$ cat config.mk
export PLATFORM = sky130hd
export DESIGN_NAME = i2s_tx_ctrl_flat
export DESIGN_NICKNAME = d
export VERILOG_FILES = /design/src/rtl/i2s_pkg.sv /design/src/rtl/i2s_tx_ctrl_if.sv /design/src/rtl/i2s_clk_edge.sv /design/src/rtl/i2s_tx_ctrl.sv /design/src/flat_wrapper.sv
export SDC_FILE = /design/constraint.sdc
export NUM_CORES = 1
export LEC_CHECK = 0
export CAP_MARGIN = 20
export CELL_PAD_IN_SITES_DETAIL_PLACEMENT = 1
export CELL_PAD_IN_SITES_GLOBAL_PLACEMENT = 2
export CORE_ASPECT_RATIO = 1.75
export CORE_MARGIN = 3
export CORE_UTILIZATION = 38
export DETAILED_ROUTE_END_ITERATION = 6
export GPL_ROUTABILITY_DRIVEN = 0
export GPL_TIMING_DRIVEN = 1
export HOLD_SLACK_MARGIN = 0.12
export PLACE_DENSITY = 0.86
export SLEW_MARGIN = 40
export SYNTH_ARGS = -nofsm -noshare
export SYNTH_HDL_FRONTEND = slang
export SYNTH_HIERARCHICAL = 1
export SYNTH_SLANG_ARGS = --single-unit
$ cat constraint.sdc
create_clock -name adc_clk -period 4.95 [get_ports adc_clk]
set_clock_uncertainty 0.15 [all_clocks]
set_input_delay 0.7425 -clock adc_clk [delete_from_list [all_inputs] [get_ports adc_clk]]
set_output_delay 0.7425 -clock adc_clk [all_outputs]
set_load 0.01 [all_outputs]
$ cat src/rtl/i2s_pkg.sv
// i2s_pkg: state encoding, shared slot geometry and slot-word builder for the I2S controllers
//   I2S_DATA_W / I2S_SLOT_W : defaults shared with the bclk/wclk clock generator
//   i2s_state_t             : IDLE / SYNC / RUN sequencer states
//   slot_word()             : left-justifies a sample inside a slot, padding the low bits with zero
package i2s_pkg;
  localparam int I2S_DATA_W = 24;
  localparam int I2S_SLOT_W = 32;
  localparam int I2S_MAX_W = 64;
  typedef enum logic [1:0] {IDLE = 2'd0, SYNC = 2'd1, RUN = 2'd2} i2s_state_t;
  function automatic logic [I2S_MAX_W-1:0] slot_word(input logic [I2S_MAX_W-1:0] d, input int data_w,
                                                     input int slot_w);
    logic [I2S_MAX_W-1:0] m;
    m = (64'd1 << data_w) - 64'd1;
    return (d & m) << (slot_w - data_w);
  endfunction
endpackage

$ cat src/rtl/i2s_tx_ctrl_if.sv
// i2s_tx_ctrl_if: stereo sample-pair valid/ready handshake
//   s_valid : pair offered (master)
//   s_ready : holding register empty (slave)
//   s_left  : left sample, two's complement (master)
//   s_right : right sample (master)
interface i2s_tx_ctrl_if import i2s_pkg::*; #(parameter int DATA_W = I2S_DATA_W);
  logic s_valid;
  logic s_ready;
  logic [DATA_W-1:0] s_left;
  logic [DATA_W-1:0] s_right;
  modport master (output s_valid, s_left, s_right, input s_ready);
  modport slave (input s_valid, s_left, s_right, output s_ready);
endinterface

$ cat src/rtl/i2s_clk_edge.sv
// i2s_clk_edge: registers bclk/wclk in the adc_clk domain and strobes bclk-fall and word-clock edges
//   adc_clk, adc_rst_n : system clock, asynchronous active-low reset
//   i2s_bclk, i2s_wclk : bit and word clock from the clock generator
//   fall               : bclk falling edge seen this cycle
//   wfall, wrise       : word-clock falling / rising edge, qualified by fall
module i2s_clk_edge (
  input  logic adc_clk,
  input  logic adc_rst_n,
  input  logic i2s_bclk,
  input  logic i2s_wclk,
  output logic fall,
  output logic wfall,
  output logic wrise
);
  logic bclk_q;
  logic wclk_q;
  always_ff @(posedge adc_clk or negedge adc_rst_n) begin
    if (!adc_rst_n) begin
      bclk_q <= 1'b0;
      wclk_q <= 1'b0;
    end else begin
      bclk_q <= i2s_bclk;
      if (fall) wclk_q <= i2s_wclk;
    end
  end
  // wclk is only sampled at bclk falls, so its edges line up with the shift strobe
  assign fall = bclk_q && !i2s_bclk;
  assign wfall = fall && wclk_q && !i2s_wclk;
  assign wrise = fall && !wclk_q && i2s_wclk;
endmodule

$ cat src/rtl/i2s_tx_ctrl.sv
// i2s_tx_ctrl: double-buffered I2S transmit sequencer, serialises stereo pairs MSB first
//   adc_clk, adc_rst_n : system clock, asynchronous active-low reset
//   i2s_bclk, i2s_wclk : clock generator outputs (wclk 0 = left, 1 = right)
//   enable             : run level; dropping it stops at the end of the current frame
//   s                  : sample-pair handshake (slave side)
//   i2s_sdata          : serial data, changes on bclk falls
//   busy               : sequencer not idle
//   underrun           : one-cycle pulse when a frame starts with nothing held
//   underrun_cnt       : saturating underrun count, cleared only by reset
module i2s_tx_ctrl import i2s_pkg::*; #(
  parameter int DATA_W = I2S_DATA_W,
  parameter int SLOT_W = I2S_SLOT_W,
  parameter int CNT_W = 16
) (
  input  logic              adc_clk,
  input  logic              adc_rst_n,
  input  logic              i2s_bclk,
  input  logic              i2s_wclk,
  input  logic              enable,
  i2s_tx_ctrl_if.slave      s,
  output logic              i2s_sdata,
  output logic              busy,
  output logic              underrun,
  output logic [CNT_W-1:0]  underrun_cnt
);
  i2s_state_t state;
  logic [SLOT_W-1:0] shreg;
  logic [DATA_W-1:0] hold_l;
  logic [DATA_W-1:0] hold_r;
  logic [DATA_W-1:0] right_reg;
  logic hold_full;
  logic fall;
  logic wfall;
  logic wrise;
  logic accept;
  logic load;
  logic stop;
  logic [I2S_MAX_W-1:0] left_slot;
  logic [I2S_MAX_W-1:0] right_slot;
  logic unused_slot_hi;
  i2s_clk_edge u_edge (
    .adc_clk   (adc_clk),
    .adc_rst_n (adc_rst_n),
    .i2s_bclk  (i2s_bclk),
    .i2s_wclk  (i2s_wclk),
    .fall      (fall),
    .wfall     (wfall),
    .wrise     (wrise)
  );
  assign s.s_ready = !hold_full;
  assign accept = s.s_valid && !hold_full;
  assign busy = state != IDLE;
  // a frame is loaded at every enabled wfall once synchronised; a disabled wfall in RUN ends the stream
  assign load = wfall && enable && state != IDLE;
  assign stop = wfall && !enable && state == RUN;
  always_comb begin
    left_slot = slot_word(I2S_MAX_W'(hold_l), DATA_W, SLOT_W);
    right_slot = slot_word(I2S_MAX_W'(right_reg), DATA_W, SLOT_W);
    unused_slot_hi = ^{left_slot[I2S_MAX_W-1:SLOT_W], right_slot[I2S_MAX_W-1:SLOT_W]};
  end
  always_ff @(posedge adc_clk or negedge adc_rst_n) begin
    if (!adc_rst_n) begin
      state <= IDLE;
      shreg <= '0;
      hold_l <= '0;
      hold_r <= '0;
      right_reg <= '0;
      hold_full <= 1'b0;
      i2s_sdata <= 1'b0;
      underrun <= 1'b0;
      underrun_cnt <= '0;
    end else begin
      underrun <= 1'b0;
      // accept only happens while empty and the frame load only drains while full, so they never collide
      if (accept) begin
        hold_l <= s.s_left;
        hold_r <= s.s_right;
        hold_full <= 1'b1;
      end
      case (state)
        IDLE: begin
          i2s_sdata <= 1'b0;
          if (enable) state <= SYNC;
        end
        SYNC: begin
          i2s_sdata <= 1'b0;
          if (!enable) state <= IDLE;
        end
        RUN: begin
          if (fall) i2s_sdata <= stop ? 1'b0 : shreg[SLOT_W-1];
          if (stop) state <= IDLE;
          else if (wrise) shreg <= right_slot[SLOT_W-1:0];
          else if (fall && !wfall) shreg <= shreg << 1;
        end
        default: state <= IDLE;
      endcase
      if (load) begin
        state <= RUN;
        if (hold_full) begin
          shreg <= left_slot[SLOT_W-1:0];
          right_reg <= hold_r;
          hold_full <= 1'b0;
        end else begin
          shreg <= '0;
          right_reg <= '0;
          underrun <= 1'b1;
          underrun_cnt <= &underrun_cnt ? underrun_cnt : underrun_cnt + CNT_W'(1);
        end
      end
    end
  end
endmodule

$ cat src/flat_wrapper.sv
// flat-port wrapper written by rule: the top's interface ports become plain ports
module i2s_tx_ctrl_flat import i2s_pkg::*;
#(
  parameter int DATA_W = I2S_DATA_W,
  parameter int SLOT_W = I2S_SLOT_W,
  parameter int CNT_W = 16
)
  (adc_clk, adc_rst_n, i2s_bclk, i2s_wclk, enable, i2s_sdata, busy, underrun, underrun_cnt, s_s_valid, s_s_left, s_s_right, s_s_ready);
  i2s_tx_ctrl_if #(.DATA_W(DATA_W)) s_i ();
  input  logic adc_clk;
  input  logic adc_rst_n;
  input  logic i2s_bclk;
  input  logic i2s_wclk;
  input  logic enable;
  output logic i2s_sdata;
  output logic busy;
  output logic underrun;
  output logic [CNT_W-1:0] underrun_cnt;
  input wire logic [$bits(s_i.s_valid)-1:0] s_s_valid;
  input wire logic [$bits(s_i.s_left)-1:0] s_s_left;
  input wire logic [$bits(s_i.s_right)-1:0] s_s_right;
  output wire logic [$bits(s_i.s_ready)-1:0] s_s_ready;
  assign s_i.s_valid = s_s_valid;
  assign s_i.s_left = s_s_left;
  assign s_i.s_right = s_s_right;
  assign s_s_ready = s_i.s_ready;
  i2s_tx_ctrl #(.DATA_W(DATA_W), .SLOT_W(SLOT_W), .CNT_W(CNT_W)) u_core (.adc_clk(adc_clk), .adc_rst_n(adc_rst_n), .i2s_bclk(i2s_bclk), .i2s_wclk(i2s_wclk), .enable(enable), .s(s_i), .i2s_sdata(i2s_sdata), .busy(busy), .underrun(underrun), .underrun_cnt(underrun_cnt));
endmodule
### Word-level counts from Yosys, hierarchy flattened

Cells that the tools add are included.

| cells by class | value |
|---|---|
| $add $sub $neg | 1 |
| eq/ne operators | 7 |
| multiplexer cells | 20 |
| bitwise gates (word level) | 2 |
| reduce and logical (&&, ||, !) cells | 28 |

Operator list:

| cell | count |
|---|---|
| $mux 32 | 6 |
| $mux 24 | 1 |
| $add 16x1->16 const B | 1 |
| $reduce_and 16->1 | 1 |
| $logic_and 1x1->1 | 11 |
| $reduce_and 3->1 | 3 |
| $mux 2 | 4 |
| $mux 1 | 7 |
| $logic_not 1->1 | 6 |
| $ne 3x2->1 const B | 2 |
| $pmux 2 s3 | 1 |
| $reduce_bool 2->1 | 3 |
| $ne 2x1->1 const B | 2 |
| $ne 3x1->1 const B | 1 |
| $reduce_bool 3->1 | 1 |
| $eq 2x1->1 const B | 1 |
| $eq 2x2->1 const B | 1 |
| $logic_not 2->1 | 1 |
| $not 1->1 | 2 |
| $pmux 1 s2 | 1 |
| $reduce_and 2->1 | 1 |
| $reduce_or 2->1 | 1 |

| storage, ports and cells | value |
|---|---|
| flip-flop bits (word level) | 127 |
| input bits | 54 |
| output and inout bits | 20 |
| logic and storage cells | 69 |

### Logic depth before layout (Yosys ltp)

Gate-level depths: netlist of run 1.

| depth | value |
|---|---|
| depth after elaboration | 11 |
| depth in mapped cells | 8 |
| mapped depth without buffers | 6 |

### Hierarchy

The synthesis of run 1 kept the hierarchy.

Modules (own cells, without submodules):

| module | instances | cells each | area an instance (µm²) | seq. area each (µm²) |
|---|---|---|---|---|
| i2s_tx_ctrl | 1 | 468 | 5122.4 | 2927.8 |
| i2s_clk_edge | 1 | 6 | 98.8 | 50.0 |

### Least setup slack after synthesis of run 1

Ideal clock, no wire load.

| timing | value |
|---|---|
| path kind | input -> register |
| start | in i2s_bclk |
| end | reg u_core.underrun_cnt[15] |
| library setup time | 125 ps |
| arrival | 2282 ps |
| data required time | 4675 ps |
| setup slack | 2393 ps |
| stages | 7 |
| path buffers | 1 |
| cells stage by stage | nor2b_4 > and3b_2 > o211ai_1 > or3_1 > buf_2 > nor3_1 > mux2_2 |

| on the way | value |
|---|---|
| cells in the longest elaborated chain, start to end | 7 |

RTL lines:

| item | line | text |
|---|---|---|
| from (decl) | flat_wrapper.sv:12 | `input logic i2s_bclk;` |
| $logic_not 1->1 | i2s_clk_edge.sv:27 | `assign fall = bclk_q && !i2s_bclk;` |
| $logic_and 1x1->1 | i2s_clk_edge.sv:27 |  |
| $logic_and 1x1->1 (2 in a row) | i2s_clk_edge.sv:28 | `assign wfall = fall && wclk_q && !i2s_wclk;` |
| net u_core.wfall | i2s_tx_ctrl.sv:33 | `logic wfall;` |
| $logic_and 1x1->1 (2 in a row) | i2s_tx_ctrl.sv:54 | `assign load = wfall && enable && state != IDLE;` |
| $reduce_and 3->1 (no line) | - |  |
| to (signal assigned) | i2s_tx_ctrl.sv:107 | `underrun_cnt <= &underrun_cnt ? underrun_cnt : underrun_cnt + CNT_W'(1);` |
| to (decl) | i2s_tx_ctrl.sv:24 | `output logic [CNT_W-1:0] underrun_cnt` |

The timed path passes the listed nets, and every way through them passes these cells.
A chain may end at the register's enable or synchronous reset.

### Worst setup path after layout of run 1

| timing | value |
|---|---|
| start | in i2s_bclk |
| end | reg u_core.shreg[8] |

| on the way | value |
|---|---|
| cells in the longest elaborated chain, start to end | 8 |
| elaborated cells between the ends (all ways) | 20 |
| classes of those cells | eq/ne (1); mux (4); reduce/logical (15) |

RTL lines:

| item | line | text |
|---|---|---|
| $logic_not 1->1 * | i2s_clk_edge.sv:27 |  |
| $logic_and 1x1->1 * | i2s_clk_edge.sv:27 |  |
| net u_core.fall | i2s_tx_ctrl.sv:32 | `logic fall;` |
| $logic_and 1x1->1 * (2 in a row) | i2s_clk_edge.sv:29 | `assign wrise = fall && !wclk_q && i2s_wclk;` |
| net u_core.wrise | i2s_tx_ctrl.sv:34 | `logic wrise;` |
| $mux 32 | i2s_tx_ctrl.sv:92 | `else if (wrise) shreg <= right_slot[SLOT_W-1:0];` |
| $mux 32 | i2s_tx_ctrl.sv:91 | `if (stop) state <= IDLE;` |
| $mux 32 | i2s_tx_ctrl.sv:80 | `case (state)` |
| $mux 32 | i2s_tx_ctrl.sv:97 | `if (load) begin` |
| to (signal assigned) | i2s_tx_ctrl.sv:92 |  |
| to (signal assigned) | i2s_tx_ctrl.sv:93 | `else if (fall && !wfall) shreg <= shreg << 1;` |
| to (signal assigned) | i2s_tx_ctrl.sv:100 | `shreg <= left_slot[SLOT_W-1:0];` |
| to (decl) | i2s_tx_ctrl.sv:27 | `logic [SLOT_W-1:0] shreg;` |

Mark *: on every way through the listed nets, which the timed path passes. The rest lies on a longest branch. The select of a mux whose other input is x is not followed.

==> impl_metrics.ini, run 1 <==
[routing]
drc = 0
ant_nets = 0
drt_pass1_iterations = 4
vias_per_cell = 5.191
wl_per_cell_um = 16.60
drt-total-wl_mm = 12.10
num_vias = 3784
initialDrtViolationCount = 110

[worst_setup_path]
arrival_ns = 3.42
path_max_fanout = 48
reg2reg_from = u_core/u_edge/bclk_q$_DFF_PN0_
reg2reg_depth = 7
r2r-end = u_core/shreg[8]$_DFFE_PN0P_
worstPathRequired_ns = 5.11
crit_type = input port to flop
start_kind = input port
end_kind = flop
crit_end = u_core/shreg[8]$_DFFE_PN0P_
crit_start = i2s_bclk
r2r_slack_ns = 2.16

[clocking]
cts_buffer_depth = 2
cts_tree = yes
htree_num_levels = 4
postCtsSetupBuffers = 0
clockRootBuffer = clkbuf_16
clock_sinks = 119
cts.clk_slew.worst_paths_ns = 0.05
worstSkewPairLatency_ns = 0.41
numCtsBuffers = 17

[floorplan]
start_util = 0.3881
die_x_um = 94.61
die-area_mm2 = 0.01524
die_h_um = 161.1
ioPinCount = 74
fp.coreArea_mm2 = 0.01345
rows = 56

[synthesis]
async_flop_share = 1.000
syn-num-nets = 529
avgSynthCellArea_um2 = 11.02
ys_ff_latch = 119
dominantRegCellSynth = dfrtp_1
netlist-cell-type-count = 42
synth_area_mm2 = 0.005221
ys_warn_count = 6
syn_inst = 474
ys_seq_area_frac = 0.5703
synth_edf_count = 0

[placement]
port_buffers = 73
hpwl_mm = 7.950
pre_cts_slack_ns = 1.285

[timing]
fin_tns_setup_ns = 0
max_slew.worst_pin.slew_ns = 0.7909
slew_viol_final = 0
maxClockFrequency_mhz = 306.1
rsz0062_at_grt = no
period_share = 0.6599
hold_violations = 0
post-route-min-period_ns = 3.267
setup_viol = 0
fin_ws_ns = 1.683
max-slew-margin-rel = 0.4727

[layout]
final_common_cell = dfrtp_1
antenna_cells = 0
fillCellCount = 1452
layout_common_cells = 118 x dfrtp_1, 72 x clkdlybuf4s50_1, 55 x nand2_1
fin_nets = 597
post-route-util = 0.5015
drive_above_1_share = 0.1784
area_growth_syn_to_layout_pct = 29.21

[power]
p_per_area_mw_per_mm2 = 552.3
ir_worst_vdd_v = 0.0002570
p_leak_nw = 2.869

[outcome]
status = finished, final reports clean

[global_route]
grt_pass1_vias = 4105
grt_start_max_net_pins = 72
grt.overflow.total = 0
grt_use_total = 0.1700
grt_pass1_wl_mm = 20.18
grt_antenna_before_repair = 0

[hold_path]
hp-class = flop to flop

[job]
maxCapViolations = 0
## power breakdown
group          leakage [nW]  internal (mW)  switching [mW]
sequential             1.44           1.36           0.250
combinational          1.13          0.432           0.386
clock                 0.300          0.881           0.420
total                  2.87           2.67            1.06
## layer usage
| metal | track usage | vias to the layer above | wire length (µm) |
|---|---|---|---|
| li1 | - | 1786 | - |
| met1 | 0.1827 | 1920 | 4785 |
| met2 | 0.3132 | 65 | 6790 |
| met3 | 0.04427 | 13 | 377 |
| met4 | 0.05913 | 0 | 150 |
| met5 | 0 | - | 0 |
## synthesized netlist by cell type (all sizes together), types with 2 or more instances
cell | number | area (µm²)
a211oi | 2 | 15.01
a21boi | 2 | 15.01
a21oi | 23 | 115.1
a31oi | 24 | 150.1
and3 | 2 | 12.51
and3b | 2 | 20.02
buf | 11 | 51.30
clkbuf | 21 | 80.07
dfrtp | 119 | 2978
inv | 6 | 22.52
mux2 | 51 | 581.8
mux2i | 23 | 230.2
nand2 | 55 | 206.5
nand3 | 32 | 165.2
nor2 | 50 | 187.7
nor2b | 2 | 20.02
nor3 | 8 | 40.04
nor4 | 4 | 25.02
o211ai | 5 | 37.54
o21ai | 4 | 20.02
xnor2 | 7 | 61.31
xor2 | 6 | 52.55
## per-stage QoR
stage               std cells  total power [mW]  hold WS [ns]  instance area [µm²]
floorplan                 474             2.143        0.2885                 5221
global placement          696             2.383        0.3018                 6110
detailed placement        696             2.450        0.3063                 6110
CTS                       729             3.781        0.3184                 6746
global route              729             3.962        0.3554                 6746
finish                    729             3.726        0.3137                 6746
## worst max-delay path, stage by stage
cell and delay, ns:
clkdlybuf4s50_1 0.46, nor2b_4 0.21, and3b_2 0.73, o21bai_1 0.24
a211oi_4 0.30, buf_4 0.46, nor2_1 0.08, a31oi_1 0.20
## worst min path at each step
stage                                startpoint                               end  slack (ns)  depth (start not counted)
2_1_floorplan  u_core/right_reg[10]$_DFFE_PN0P_  u_core/right_reg[10]$_DFFE_PN0P_        0.29                          2
3_3_place_gp    u_core/right_reg[4]$_DFFE_PN0P_   u_core/right_reg[4]$_DFFE_PN0P_        0.30                          2
3_5_place_dp   u_core/right_reg[21]$_DFFE_PN0P_  u_core/right_reg[21]$_DFFE_PN0P_        0.31                          2
4_1_cts         u_core/right_reg[4]$_DFFE_PN0P_   u_core/right_reg[4]$_DFFE_PN0P_        0.32                          2
5_1_grt        u_core/right_reg[18]$_DFFE_PN0P_  u_core/right_reg[18]$_DFFE_PN0P_        0.36                          2
6_report        u_core/right_reg[4]$_DFFE_PN0P_   u_core/right_reg[4]$_DFFE_PN0P_        0.31                          2
## kinds of logic (layout without fill, tap and decap cells)
| group | count (synthesis) | count (layout) | synth area share |
|---|---|---|---|
| AOI/OAI and AO/OA | 66 | 66 | 0.07860 |
| DFF | 119 | 119 | 0.5703 |
| buffers and inverters | 38 | 119 | 0.02947 |
| adders and majority gates | 1 | 1 | 0.002396 |
| muxes | 74 | 74 | 0.1555 |
| and+or+nand+nor | 163 | 163 | 0.1419 |
| xor gates and xnor gates | 13 | 13 | 0.02181 |
## cell type report
cell class,count,area [µm²],area share
repair buffers,81,790.8,0.1172
flip-flops and latches,119,2979,0.4416
clock inverters,8,145.1,0.02151
inverters,6,22.52,0.003338
multi-input cells,317,2110,0.3127
clock buffers,24,481.7,0.07140
well taps,174,217.7,0.03227
## what timing repair did
| item | in CTS | in global routing |
|---|---|---|
| gates resized for setup | 0 | 0 |
| hold endpoints to repair | 22 | 0 |
| hold buffers | 1 | 0 |
Power figures use the tool's default switching activity.
==> run 2: changes to the inputs <==
CORE_UTILIZATION = 35   (was 38)
PLACE_DENSITY = 0.8   (was 0.86)
clock period = 3.3 ns   (was 4.95 ns; I/O delays follow)
==> run 2 against run 1 <==
Net effect:
- clock-buffer cell count fell by 4
- critical path type unchanged
- sequential share of layout area is 0.36 points lower
- setup slack got worse by 0.96 ns
- cell area grew 0.82%
- critical path depth shrank 1
- register-to-register slack got worse by 1.2 ns
- cell count grew 0.96%
- core utilization fell by 3.3 points
==> impl_metrics.ini, run 2 (same netlist as run 1, synthesis figures left out) <==
[worst_setup_path]
worst-path-stages = 7
path_delay_family = simple AND/OR/NAND/NOR gates
arrival_ns = 2.72
end_kind = flop
slowest_delay_ns = 0.53
crit_type = input port to flop
cp_num_buf_inv = 1
path_max_fanout = 9
reg2reg_depth = 6
start_kind = input port
crit_path_top_delay_cell = or3_1
reg2reg_from = u_core/u_edge/bclk_q$_DFF_PN0_
path_cells = clkdlybuf4s50_1 > nor2b_4 > and3b_2 > o211ai_1 > or3_1 > nor3_1 > mux2_2
worstPathRequired_ns = 3.44
crit_start = i2s_bclk

[timing]
hold_violations = 0
period_share = 0.7798
rsz0062_at_grt = no
max_slew.worst_pin.slew_ns = 0.6922
fin_tns_setup_ns = 0
maxClockFrequency_mhz = 388.6
setup_viol = 0
post-route-min-period_ns = 2.573
max-slew-margin-rel = 0.5386
fin_ws_ns = 0.7268
slew_viol_final = 0

[clocking]
numCtsBuffers = 17
cts_tree = yes
cts_hold_buf = 1
clock_sinks = 119
htree_num_levels = 4
cts.clk_slew.worst_paths_ns = 0.06
clockRootBuffer = clkbuf_16
postCtsSetupBuffers = 0
worstSkewPairLatency_ns = 0.41
cts_buffer_depth = 2
post_cts.resized_instances = 0

[power]
p_per_area_mw_per_mm2 = 814.0
p_leak_nw = 2.873
ir_worst_vdd_v = 0.0004086

[layout]
fin_nets = 598
drive_above_1_share = 0.1871
area_growth_syn_to_layout_pct = 30.27
layout_common_cells = 118 x dfrtp_1, 72 x clkdlybuf4s50_1, 55 x nand2_1
post-route-util = 0.4686
final_common_cell = dfrtp_1
antenna_cells = 0

[routing]
num_vias = 3759
wl_per_cell_um = 16.29
vias_per_cell = 5.107
drt_pass1_iterations = 4
drc = 0
initialDrtViolationCount = 121
drt-total-wl_mm = 11.99
ant_nets = 0

[floorplan]
die_h_um = 167.6
rows = 58
die_x_um = 98.33
ioPinCount = 74
fp.coreArea_mm2 = 0.01451
start_util = 0.3597
die-area_mm2 = 0.01648

[placement]
port_buffers = 73
pre_cts_slack_ns = 0.2802
hpwl_mm = 7.803

[global_route]
grt_pass1_vias = 4083
grt_use_total = 0.1510
grt.overflow.total = 0
grt_start_max_net_pins = 72
grt_pass1_wl_mm = 19.88
grt_antenna_before_repair = 0

[hold_path]
hp-class = flop to flop
hold_start = u_core/right_reg[5]$_DFFE_PN0P_
hold_depth = 2

[job]
maxCapViolations = 0

[outcome]
status = finished, final reports clean
-- run 2: stage by stage --
step                      hold WS (ns)  instances  total power, mW  instance area [µm²]
after floorplan                0.04941        474            3.214                 5221
after global placement          0.3001        703            3.612                 6175
after detailed placement        0.3109        703            3.692                 6175
after CTS                       0.3225        736            5.631                 6802
after global routing            0.3374        736            5.894                 6802
final                           0.3150        736            5.537                 6802
-- run 2: per-layer routing --
metal / part of all wire / GRT usage / vias up
met4: 0.016 / 0.05410 / 0
met5: 0 / 0 / -
met3: 0.034 / 0.03960 / 14
met1: 0.40 / 0.1653 / 1884
met2: 0.55 / 0.2767 / 65
li1: - / - / 1796
-- run 2: tightest hold or removal path, stage by stage (launching register included) --
cell	delay, ns
dfrtp_1	0.34
nand2_1	0.05
nand2_1	0.05
-- run 2: worst paths after layout --
path / endpoint / slack (ns)
worst max-delay path: u_core/underrun_cnt[15]$_DFFE_PN0P_ / 0.73
worst min-delay path: u_core/right_reg[5]$_DFFE_PN0P_ / 0.31
worst max register to register: u_core/underrun_cnt[15]$_DFFE_PN0P_ / 0.94
worst min register to register: u_core/right_reg[5]$_DFFE_PN0P_ / 0.31
max in group asynchronous: u_core/hold_l[10]$_DFFE_PN0P_ / 1.65
min in group asynchronous: u_core/u_edge/bclk_q$_DFF_PN0_ / 0.50
-- run 2: where the power goes --
group          switching (mW)  internal (mW)
logic                   0.541          0.666
registers               0.403           2.03
clock network           0.653           1.24
-- run 2: cell type report --
type | instances | area [µm²]
Fill cell | 1598 | 7712
Sequential cell | 119 | 2979
Multi-Input combinational cell | 317 | 2110
Timing Repair Buffer | 82 | 848.3
Clock buffer | 20 | 466.7
Tap cell | 180 | 225.2
Clock inverter | 12 | 150.1
Inverter | 6 | 22.52
==> run 3: changes to the inputs <==
clock period = 2.4 ns   (was 3.3 ns; I/O delays follow)
==> run 3 against run 2 <==
Net effect:
- core utilization increased by 0.41 points
- power increased by 34%
- cell count increased by 1.8%
- first-iteration DRC count increased by 26%
- setup slack got worse by 0.59 ns
- non-clock buffer count increased by 13
- die area unchanged
- sequential cell count unchanged
- worst hold slack improved by 0.0024 ns
- routed wire length increased by 2.0%
==> impl_metrics.ini, run 3 (same netlist as run 1, synthesis figures left out) <==
[routing]
initialDrtViolationCount = 153
wl_per_cell_um = 16.33
vias_per_cell = 5.091
drt_pass1_iterations = 7
num_vias = 3813
drc = 0
drt-total-wl_mm = 12.23
ant_nets = 0

[clocking]
worstSkewPairLatency_ns = 0.41
numCtsBuffers = 17
clock_sinks = 119
cts.clk_slew.worst_paths_ns = 0.05
cts_tree = yes
clockRootBuffer = clkbuf_16
post_cts.resized_instances = 0
postCtsSetupBuffers = 0
cts_buffer_depth = 2
htree_num_levels = 4

[global_route]
grt_pass1_vias = 4285
grt_use_total = 0.1583
grt_start_max_net_pins = 51
grt.overflow.total = 0
grt_antenna_before_repair = 0
grt_pass1_wl_mm = 20.96

[power]
ir_worst_vdd_v = 0.0005079
p_leak_nw = 2.928
p_per_area_mw_per_mm2 = 1081

[layout]
fillCellCount = 1592
stdcell_count = 749
layout_common_cells = 118 x dfrtp_1, 72 x clkdlybuf4s50_1, 55 x nand2_1
fin_nets = 611
drive_above_1_share = 0.2004
antenna_cells = 0
final_common_cell = dfrtp_1
final_area_mm2 = 0.006860
area_growth_syn_to_layout_pct = 31.39

[job]
maxCapViolations = 0

[worst_setup_path]
cp_num_buf_inv = 1
start_kind = input port
end_kind = flop
slowest_delay_ns = 0.50
arrival_ns = 2.40
path_max_fanout = 7
crit_path_top_delay_cell = or3_1
worstPathRequired_ns = 2.54
path_cells = clkdlybuf4s50_1 > nor2b_4 > and3b_2 > o211ai_1 > or3_1 > nor3_1 > mux2_2
crit_type = input port to flop
path_delay_family = simple AND/OR/NAND/NOR gates

[placement]
port_buffers = 73
hpwl_mm = 8.057
dp_cells = 716
placement.cell_area_mm2 = 0.006297

[timing]
setup_viol = 0
max-slew-margin-rel = 0.6068
fin_tns_setup_ns = 0
period_share = 0.9418
max_slew.worst_pin.slew_ns = 0.5898
maxClockFrequency_mhz = 442.4
hold_slack_ns = 0.3173
hold_violations = 0
rsz0062_at_grt = no
post-route-min-period_ns = 2.260
slew_viol_final = 0

[floorplan]
die_x_um = 98.33
start_util = 0.3597
die-area_mm2 = 0.01648
ioPinCount = 74
fp.coreArea_mm2 = 0.01451
rows = 58
die_h_um = 167.6

[hold_path]
hp-class = flop to flop

[outcome]
status = finished, final reports clean
run 3: cell types whose count changed in the layout (fill, tap and decap cells not counted), sizes merged:
cell	before	now
clkinv	3	6
clkbuf	20	23
clkinvlp	6	2
bufinv	3	1
buf	9	22
run 3: timing repair:
action | CTS | global route
endpoints found under the hold margin | 39 | 0
setup endpoints to repair | 0 | 0
hold buffers | 1 | 0
run 3: worst paths after layout:
path / startpoint / to / slack [ns] / cells past startpoint
max in group asynchronous: adc_rst_n / u_core/underrun$_DFF_PN0_ / 1.12 / 3
worst min-delay path: u_core/right_reg[18]$_DFFE_PN0P_ / u_core/right_reg[18]$_DFFE_PN0P_ / 0.32 / 2
worst max-delay path: i2s_bclk / u_core/underrun_cnt[15]$_DFFE_PN0P_ / 0.14 / 7
worst max register to register: u_core/u_edge/bclk_q$_DFF_PN0_ / u_core/underrun_cnt[15]$_DFFE_PN0P_ / 0.22 / 6
worst min register to register: u_core/right_reg[18]$_DFFE_PN0P_ / u_core/right_reg[18]$_DFFE_PN0P_ / 0.32 / 2
min in group asynchronous: adc_rst_n / u_core/state[1]$_DFFE_PN0P_ / 0.35 / 2
run 3: area by class of cell:
| cell class | instances | area (µm²) | share of cell area |
|---|---|---|---|
| clock buffers | 23 | 478.0 | 0.06967 |
| clock inverters | 9 | 75.07 | 0.01094 |
| inverters | 6 | 22.52 | 0.003283 |
| multi-input cells | 317 | 2110 | 0.3075 |
| flip-flops and latches | 119 | 2979 | 0.4343 |
| well taps | 180 | 225.2 | 0.03283 |
| repair buffers | 95 | 970.9 | 0.1415 |
run 3: routing by layer:
metal | GRT usage | part of all wire | vias to the layer above
li1 | - | - | 1821
met1 | 0.1773 | 0.40 | 1905
met2 | 0.2853 | 0.55 | 71
met3 | 0.03168 | 0.032 | 16
met4 | 0.07134 | 0.021 | 0
met5 | 0 | 0 | -
run 3: power by group:
| group | internal, mW | leakage, nW | switching, mW |
|---|---|---|---|
| registers | 2.80 | 1.44 | 0.478 |
| clock network | 1.49 | 0.272 | 0.874 |
| logic | 0.944 | 1.21 | 0.831 |
| total | 5.23 | 2.93 | 2.18 |
run 3: tightest hold or removal path, delay by kind of cell, from the launching register on:
family	cells	cell delay, ns
simple gates	2	0.10
flops	1	0.34
run 3: metrics by stage:
stage | setup WS, ns | power [mW] | util
2_1_floorplan | 0.2259 | 4.419 | -
3_3_place_gp | -0.2495 | 5.000 | 0.4339
3_5_place_dp | -0.2542 | 5.111 | 0.4339
4_1_cts | 0.1403 | 7.537 | 0.4727
5_1_grt | 0.05105 | 7.918 | 0.4727
6_report | 0.1396 | 7.416 | 0.4727
